## config.mk

```make
export PLATFORM = sky130hd
export DESIGN_NAME = mcpu_multicycle_core
export DESIGN_NICKNAME = d
export VERILOG_FILES = /design/src/rtl/mcpu_pkg.sv /design/src/rtl/mcpu_regfile.sv /design/src/rtl/mcpu_multicycle_core.sv
export SDC_FILE = /design/constraint.sdc
export NUM_CORES = 2
export LEC_CHECK = 0
export CAP_MARGIN = 30
export CORE_MARGIN = 4
export CORE_UTILIZATION = 50
export DETAILED_ROUTE_END_ITERATION = 12
export GPL_ROUTABILITY_DRIVEN = 0
export PLACE_DENSITY = 0.67
export SLEW_MARGIN = 25
export SYNTH_ARGS = -nofsm -noshare
export SYNTH_HDL_FRONTEND = slang
export SYNTH_SLANG_ARGS = --single-unit
```

## constraint.sdc

```tcl
create_clock -name clk -period 7.9 [get_ports clk]
set_input_delay 2.37 -clock clk [delete_from_list [all_inputs] [get_ports clk]]
set_output_delay 2.37 -clock clk [all_outputs]
set_load 0.005 [all_outputs]
```

## src/rtl/mcpu_pkg.sv

```systemverilog
// Shared encodings for the multicycle micro CPU: ISA opcodes/functs, FSM states, ALU ops.
package mcpu_pkg;

   localparam logic [5:0] OP_RTYPE = 6'b000000;
   localparam logic [5:0] OP_ADDI  = 6'b001000;
   localparam logic [5:0] OP_LW    = 6'b100011;
   localparam logic [5:0] OP_SW    = 6'b101011;
   localparam logic [5:0] OP_BEQ   = 6'b000100;
   localparam logic [5:0] OP_J     = 6'b000010;

   localparam logic [5:0] FN_ADD = 6'b100000;
   localparam logic [5:0] FN_SUB = 6'b100010;
   localparam logic [5:0] FN_AND = 6'b100100;
   localparam logic [5:0] FN_OR  = 6'b100101;
   localparam logic [5:0] FN_SLT = 6'b101010;

   typedef enum logic [2:0] {
      ST_FETCH  = 3'd0,
      ST_DECODE = 3'd1,
      ST_EXEC   = 3'd2,
      ST_MEM    = 3'd3,
      ST_WB     = 3'd4,
      ST_TRAP   = 3'd5
   } state_t;

   typedef enum logic [2:0] {
      ALU_ADD,
      ALU_SUB,
      ALU_AND,
      ALU_OR,
      ALU_SLT
   } alu_op_t;

   function automatic logic legal_instr(input logic [5:0] op, input logic [5:0] funct);
      logic ok;
      case (op)
         OP_RTYPE: ok = (funct == FN_ADD) || (funct == FN_SUB) || (funct == FN_AND) ||
                        (funct == FN_OR)  || (funct == FN_SLT);
         OP_ADDI, OP_LW, OP_SW, OP_BEQ, OP_J: ok = 1'b1;
         default: ok = 1'b0;
      endcase
      return ok;
   endfunction

   function automatic alu_op_t funct_to_alu(input logic [5:0] funct);
      alu_op_t op;
      case (funct)
         FN_SUB:  op = ALU_SUB;
         FN_AND:  op = ALU_AND;
         FN_OR:   op = ALU_OR;
         FN_SLT:  op = ALU_SLT;
         default: op = ALU_ADD;
      endcase
      return op;
   endfunction

endpackage

```

## src/rtl/mcpu_regfile.sv

```systemverilog
// Register file: two async read ports, one debug read port, one enable-gated sync write port.
// Register 0 and indices at or above REG_COUNT always read zero.
module mcpu_regfile #(
   parameter int DATA_W    = 32,
   parameter int REG_COUNT = 32
) (
   input  logic              clk,
   input  logic              rst_n,
   input  logic              enable,
   input  logic [4:0]        rs_addr,
   input  logic [4:0]        rt_addr,
   input  logic [4:0]        dbg_addr,
   output logic [DATA_W-1:0] rs_data,
   output logic [DATA_W-1:0] rt_data,
   output logic [DATA_W-1:0] dbg_data,
   input  logic              we,
   input  logic [4:0]        wr_addr,
   input  logic [DATA_W-1:0] wr_data
);

   localparam int IDX_W = $clog2(REG_COUNT);

   logic [DATA_W-1:0] regs [REG_COUNT];

   function automatic logic valid_idx(input logic [4:0] a);
      return (a != 5'd0) && (32'(a) < REG_COUNT);
   endfunction

   always_comb begin
      rs_data  = '0;
      rt_data  = '0;
      dbg_data = '0;
      if (valid_idx(rs_addr))  rs_data  = regs[rs_addr[IDX_W-1:0]];
      if (valid_idx(rt_addr))  rt_data  = regs[rt_addr[IDX_W-1:0]];
      if (valid_idx(dbg_addr)) dbg_data = regs[dbg_addr[IDX_W-1:0]];
   end

   always_ff @(posedge clk or negedge rst_n) begin
      if (!rst_n) begin
         for (int i = 0; i < REG_COUNT; i++) regs[i] <= '0;
      end else if (enable && we && valid_idx(wr_addr)) begin
         regs[wr_addr[IDX_W-1:0]] <= wr_data;
      end
   end

endmodule

```

## src/rtl/mcpu_multicycle_core.sv

```systemverilog
// Multicycle MIPS-subset core with one shared req/ready memory port and debug taps.
// Optional MCPU_SINGLE_STEP_EN adds a step input that releases one instruction per rising edge.
//
// state   | meaning
// FETCH   | request instruction at PC, IR/PC update on ready
// DECODE  | latch rs/rt values and sign-extended immediate, reject illegal encodings
// EXEC    | ALU op, address calc, branch/jump resolution
// MEM     | data load/store on the shared port
// WB      | register write-back
// TRAP    | illegal instruction, sticky until reset
module mcpu_multicycle_core
   import mcpu_pkg::*;
#(
   parameter int                DATA_W    = 32,
   parameter int                REG_COUNT = 32,
   parameter logic [DATA_W-1:0] RESET_PC  = '0
) (
   input  logic              clk,
   input  logic              reset,
   input  logic              enable,
`ifdef MCPU_SINGLE_STEP_EN
   input  logic              step,
`endif
   output logic              mem_req,
   output logic              mem_we,
   output logic [DATA_W-1:0] mem_addr,
   output logic [DATA_W-1:0] mem_wdata,
   input  logic [DATA_W-1:0] mem_rdata,
   input  logic              mem_ready,
   output logic [DATA_W-1:0] pc_out,
   output logic [2:0]        state_out,
   output logic [31:0]       instr_out,
   output logic [DATA_W-1:0] alu_out,
   output logic              trap,
   input  logic [4:0]        dbg_sel,
   output logic [DATA_W-1:0] dbg_data
);

   state_t            state;
   logic [DATA_W-1:0] pc, a_reg, b_reg, imm_reg, alu_reg, mdr;
   logic [31:0]       ir;
   logic [DATA_W-1:0] rs_data, rt_data, alu_b, alu_y, j_target;
   logic signed [15:0] imm16;
   alu_op_t           alu_op;
   logic              fetch_ok, xfer;

   logic [5:0] op, funct;
   logic [4:0] rs, rt, rd;
   assign op    = ir[31:26];
   assign rs    = ir[25:21];
   assign rt    = ir[20:16];
   assign rd    = ir[15:11];
   assign funct = ir[5:0];
   assign imm16 = ir[15:0];

   // Reset gates the request combinationally so an in-flight access is abandoned at once.
   assign mem_req   = reset && enable && (((state == ST_FETCH) && fetch_ok) || (state == ST_MEM));
   assign mem_we    = mem_req && (state == ST_MEM) && (op == OP_SW);
   assign mem_addr  = (state == ST_MEM) ? alu_reg : pc;
   assign mem_wdata = b_reg;
   assign xfer      = mem_req && mem_ready;

   assign pc_out    = pc;
   assign state_out = state;
   assign instr_out = ir;
   assign alu_out   = alu_reg;
   assign trap      = (state == ST_TRAP);

   generate
      if (DATA_W > 28) begin : g_jwide
         assign j_target = {pc[DATA_W-1:28], ir[25:0], 2'b00};
      end else begin : g_jnarrow
         logic [27:0] j_full;
         assign j_full   = {ir[25:0], 2'b00};
         assign j_target = j_full[DATA_W-1:0];
      end
   endgenerate

   always_comb begin
      alu_op = ALU_ADD;
      alu_b  = imm_reg;
      if (op == OP_RTYPE) begin
         alu_op = funct_to_alu(funct);
         alu_b  = b_reg;
      end
   end

   always_comb begin
      alu_y = '0;
      case (alu_op)
         ALU_ADD: alu_y = a_reg + alu_b;
         ALU_SUB: alu_y = a_reg - alu_b;
         ALU_AND: alu_y = a_reg & alu_b;
         ALU_OR:  alu_y = a_reg | alu_b;
         ALU_SLT: alu_y[0] = $signed(a_reg) < $signed(alu_b);
         default: alu_y = '0;
      endcase
   end

   mcpu_regfile #(.DATA_W(DATA_W), .REG_COUNT(REG_COUNT)) u_regfile (
      .clk      (clk),
      .rst_n    (reset),
      .enable   (enable),
      .rs_addr  (rs),
      .rt_addr  (rt),
      .dbg_addr (dbg_sel),
      .rs_data  (rs_data),
      .rt_data  (rt_data),
      .dbg_data (dbg_data),
      .we       (state == ST_WB),
      .wr_addr  ((op == OP_RTYPE) ? rd : rt),
      .wr_data  ((op == OP_LW) ? mdr : alu_reg)
   );

`ifdef MCPU_SINGLE_STEP_EN
   logic [2:0] step_sync;
   logic       armed;

   // Edges seen while an instruction is in flight are dropped: arming only happens in an idle FETCH.
   always_ff @(posedge clk or negedge reset) begin
      if (!reset) begin
         step_sync <= '0;
         armed     <= 1'b0;
      end else begin
         step_sync <= {step_sync[1:0], step};
         if (enable) begin
            if ((state == ST_FETCH) && !armed && step_sync[1] && !step_sync[2]) armed <= 1'b1;
            else if ((state == ST_FETCH) && xfer)                              armed <= 1'b0;
         end
      end
   end
   assign fetch_ok = armed;
`else
   assign fetch_ok = 1'b1;
`endif

   always_ff @(posedge clk or negedge reset) begin
      if (!reset) begin
         state   <= ST_FETCH;
         pc      <= RESET_PC;
         ir      <= '0;
         a_reg   <= '0;
         b_reg   <= '0;
         imm_reg <= '0;
         alu_reg <= '0;
         mdr     <= '0;
      end else if (enable) begin
         case (state)
            ST_FETCH: if (xfer) begin
               ir    <= 32'(mem_rdata);
               pc    <= pc + DATA_W'(4);
               state <= ST_DECODE;
            end
            ST_DECODE: begin
               a_reg   <= rs_data;
               b_reg   <= rt_data;
               imm_reg <= DATA_W'(imm16);
               state   <= legal_instr(op, funct) ? ST_EXEC : ST_TRAP;
            end
            ST_EXEC: begin
               case (op)
                  OP_RTYPE, OP_ADDI: begin
                     alu_reg <= alu_y;
                     state   <= ST_WB;
                  end
                  OP_LW, OP_SW: begin
                     alu_reg <= alu_y;
                     state   <= ST_MEM;
                  end
                  OP_BEQ: begin
                     if (a_reg == b_reg) pc <= pc + (imm_reg << 2);
                     state <= ST_FETCH;
                  end
                  OP_J: begin
                     pc    <= j_target;
                     state <= ST_FETCH;
                  end
                  default: state <= ST_TRAP;
               endcase
            end
            ST_MEM: if (xfer) begin
               if (op == OP_LW) begin
                  mdr   <= mem_rdata;
                  state <= ST_WB;
               end else begin
                  state <= ST_FETCH;
               end
            end
            ST_WB:   state <= ST_FETCH;
            ST_TRAP: state <= ST_TRAP;
            default: state <= ST_TRAP;
         endcase
      end
   end

endmodule

```

==> impl_metrics.ini <==
[outcome]
outcome = complete, no violations

[floorplanning]
fp.coreArea_um2 = 152000
row_count = 143
chipWidth_um = 400
io_pins = 239
start_util = 0.504
fp.dieArea_um2 = 160000
die_h_um = 400

[global_routing]
grt_max_degree = 169
overflow = 0
grt.total_usage = 0.356
grt_pass1_vias = 62200
antenna_found_initial = 21
grt_pass1_wl_um = 420000

[timing]
post-route-period-util = 0.949
slew_headroom = 0.241
hold_viol_final = 0
drv_slew = 0
rsz0062_at_grt = false
min_period_ns = 7.50
setup_tns_ns = 0
clock_skew_ns = 0.0349
setup_viol_count_final = 0
max_freq_ghz = 0.133
setup_ws_ns = 0.403
tightest_slew_ns = 1.14

[final_layout]
nNetsFinal = 7244
layout-drive-gt1-share = 0.209
fillers = 12600
postLayoutCellArea_um2 = 86400
area_growth_pct = 12.5
instances_no_fill = 9212
largest-register = u_regfile.regs
largest_reg_flops = 1024

[clock_network]
cts-htree-levels = 4
numCtsBuffers = 135
postCtsSetupBuffers = 0
cts_tree = yes
clk_pin_slew_ns = 0.06
ctsHoldBuffers = 0
insertion_delay_ns = 0.80
root_buffer = clkbuf_16
cts_buffer_depth = 3
ctsResizeCount = 0
clkSinkCount = 1233

[detailed_routing]
top_layer = met5
first_pass_iters = 10
routed_wl_um = 285000
drtAntennaViolNets = 0
vias = 64800
wl_met1_um = 102000
wl_per_cell_um = 31.0
viasPerCell = 7.03
route.detailed.drc = 0
wl_met3_um = 39600
drt_iter0_markers = 8675
wl_met2_um = 123000

[power_and_ir_drop]
peakVddDrop_uv = 401
powerDensity_nw_per_um2 = 326
p_total_mw = 28.1
p_leak_nw = 35.6

[yosys]
ys_warn_count = 0
synth_commonest_cells = 1,233 x dfrtp_1, 791 x a21oi_1, 771 x mux4_2, 743 x nor2_1, 740 x nand2_1
ys_seq_area_frac = 0.402
ys_ff_latch = 1233
synthArstFlopShare = 1.00
synthTopCellsByArea = dfrtp_1 40%, mux4_2 23%, a21oi_1 5.2%
ys.flop_type = dfrtp_1
ys_types = 88
syn_area_per_cell_um2 = 10.7
yosys.cell_count.top_type = dfrtp_1
synth_top_area_cell = dfrtp_1
synth_area_um2 = 76800
synth_edf_count = 0
yosysTopAreaCellShare = 0.402
postSynthCellCount = 7201

[min_path]
hp-class = flop to flop
min_from = u_regfile.regs[1006]$_DFFE_PN0P_

[worst_setup_path]
arrival_ns = 5.13
setup.worst_path.class = input pin to primary output
endpoint_kind = primary output
setup.worst_path.start_class = input pin
r2r_setup_slack_ns = 2.18
critPathMaxFanout = 24
required_ns = 5.53
crit_path_start = dbg_sel[0]
rr_startpoint = instr_out[27]$_DFFE_PN0P_

[place]
dp_hpwl_um = 183000
port-buffer-count = 236
dp_slack_ns = 0.421
dp.cells = 8950
dpl_cell_area_um2 = 81600

[run]
drv_cap = 0
[cell usage in the layout (no fill, tap or decap), types with 16 or more instances in the layout]
cell type,synthesis,layout
clkinv_2,0,25
nor2_4,0,19
mux4_2,771,771
a21o_1,54,54
mux2i_1,292,258
a21oi_1,791,790
nand3_1,50,50
a31oi_1,33,33
a211oi_1,19,19
buf_4,2,152
clkdlybuf4s50_1,0,230
inv_1,112,112
nor4_1,26,26
mux2i_2,0,27
buf_12,0,33
ha_1,133,133
nand4_1,18,18
mux2_2,158,158
xor2_1,42,42
clkbuf_8,0,18
o221ai_1,73,73
nor2_1,743,724
o21ai_0,678,678
or3_1,16,16
nand2_1,740,725
o211ai_1,36,36
clkbuf_16,0,140
and3_1,18,17
nor3_1,70,70
o22ai_1,101,101
o21a_1,17,17
dfrtp_1,1233,1222
[routing by layer]
metal	global-route usage	vias to the layer above
met5	0	-
met4	0.221	6
met3	0.127	1070
met2	0.515	4929
met1	0.458	32200
li1	-	26600
[worst paths after layout]
kind / endpoint / cells after the start
setup / recovery: dbg_data[17] / 7
hold / removal: u_regfile.regs[1006]$_DFFE_PN0P_ / 0
setup reg to reg: alu_out[30]$_DFFE_PN0P_ / 15
hold reg to reg: u_regfile.regs[1006]$_DFFE_PN0P_ / 0
max in group asynchronous: a_reg[6]$_DFFE_PN0P_ / 4
min in group asynchronous: pc_out[27]$_DFFE_PN0P_ / 1
[power by group]
group          leakage (nW)  internal [mW]  switching (mW)
registers              17.0           7.24            1.69
clock network          2.27           3.91            2.79
logic                  16.3           5.00            7.51
[layout make-up]
cell class	instances	area (um2)	area share
clock inverter	67	823	0.00953
tap	2030	2540	0.0294
inverter	112	420	0.00486
multi-input combinational	5143	43300	0.501
sequential	1233	30900	0.357
clock buffer	170	3800	0.0439
antenna	15	37.5	0.000434
timing repair buffer	442	4610	0.0534
[worst max-delay path, cell delays in order]
cell and delay [ns]:
buf_8 0.27, buf_4 0.48, mux4_2 0.58, mux4_2 0.50, mux2i_1 0.28, nor2_1 0.09
clkdlybuf4s50_1 0.46
[through the flow]
stage,utilization,hold WS (ns)
2_1_floorplan,-,0.462
3_3_place_gp,0.533,0.404
3_5_place_dp,0.536,0.407
4_1_cts,0.566,0.422
5_1_grt,0.567,0.433
6_report,0.568,0.422
[kinds of logic (layout without fill, tap and decap cells)]
group                      Yosys count  in the layout  share of synthesized area
buffers and inverters              826            791                     0.0414
other                                1             17                  0.0000488
adders and majority gates          136            136                     0.0225
AOI/OAI and AO/OA                 1958           1958                      0.146
DFF                               1233           1233                      0.402
muxes                             1221           1221                      0.287
xor gates and xnor gates            55             55                    0.00627
and+or+nand+nor                   1771           1771                     0.0950
No activity file was read; power rests on OpenSTA's default activity.
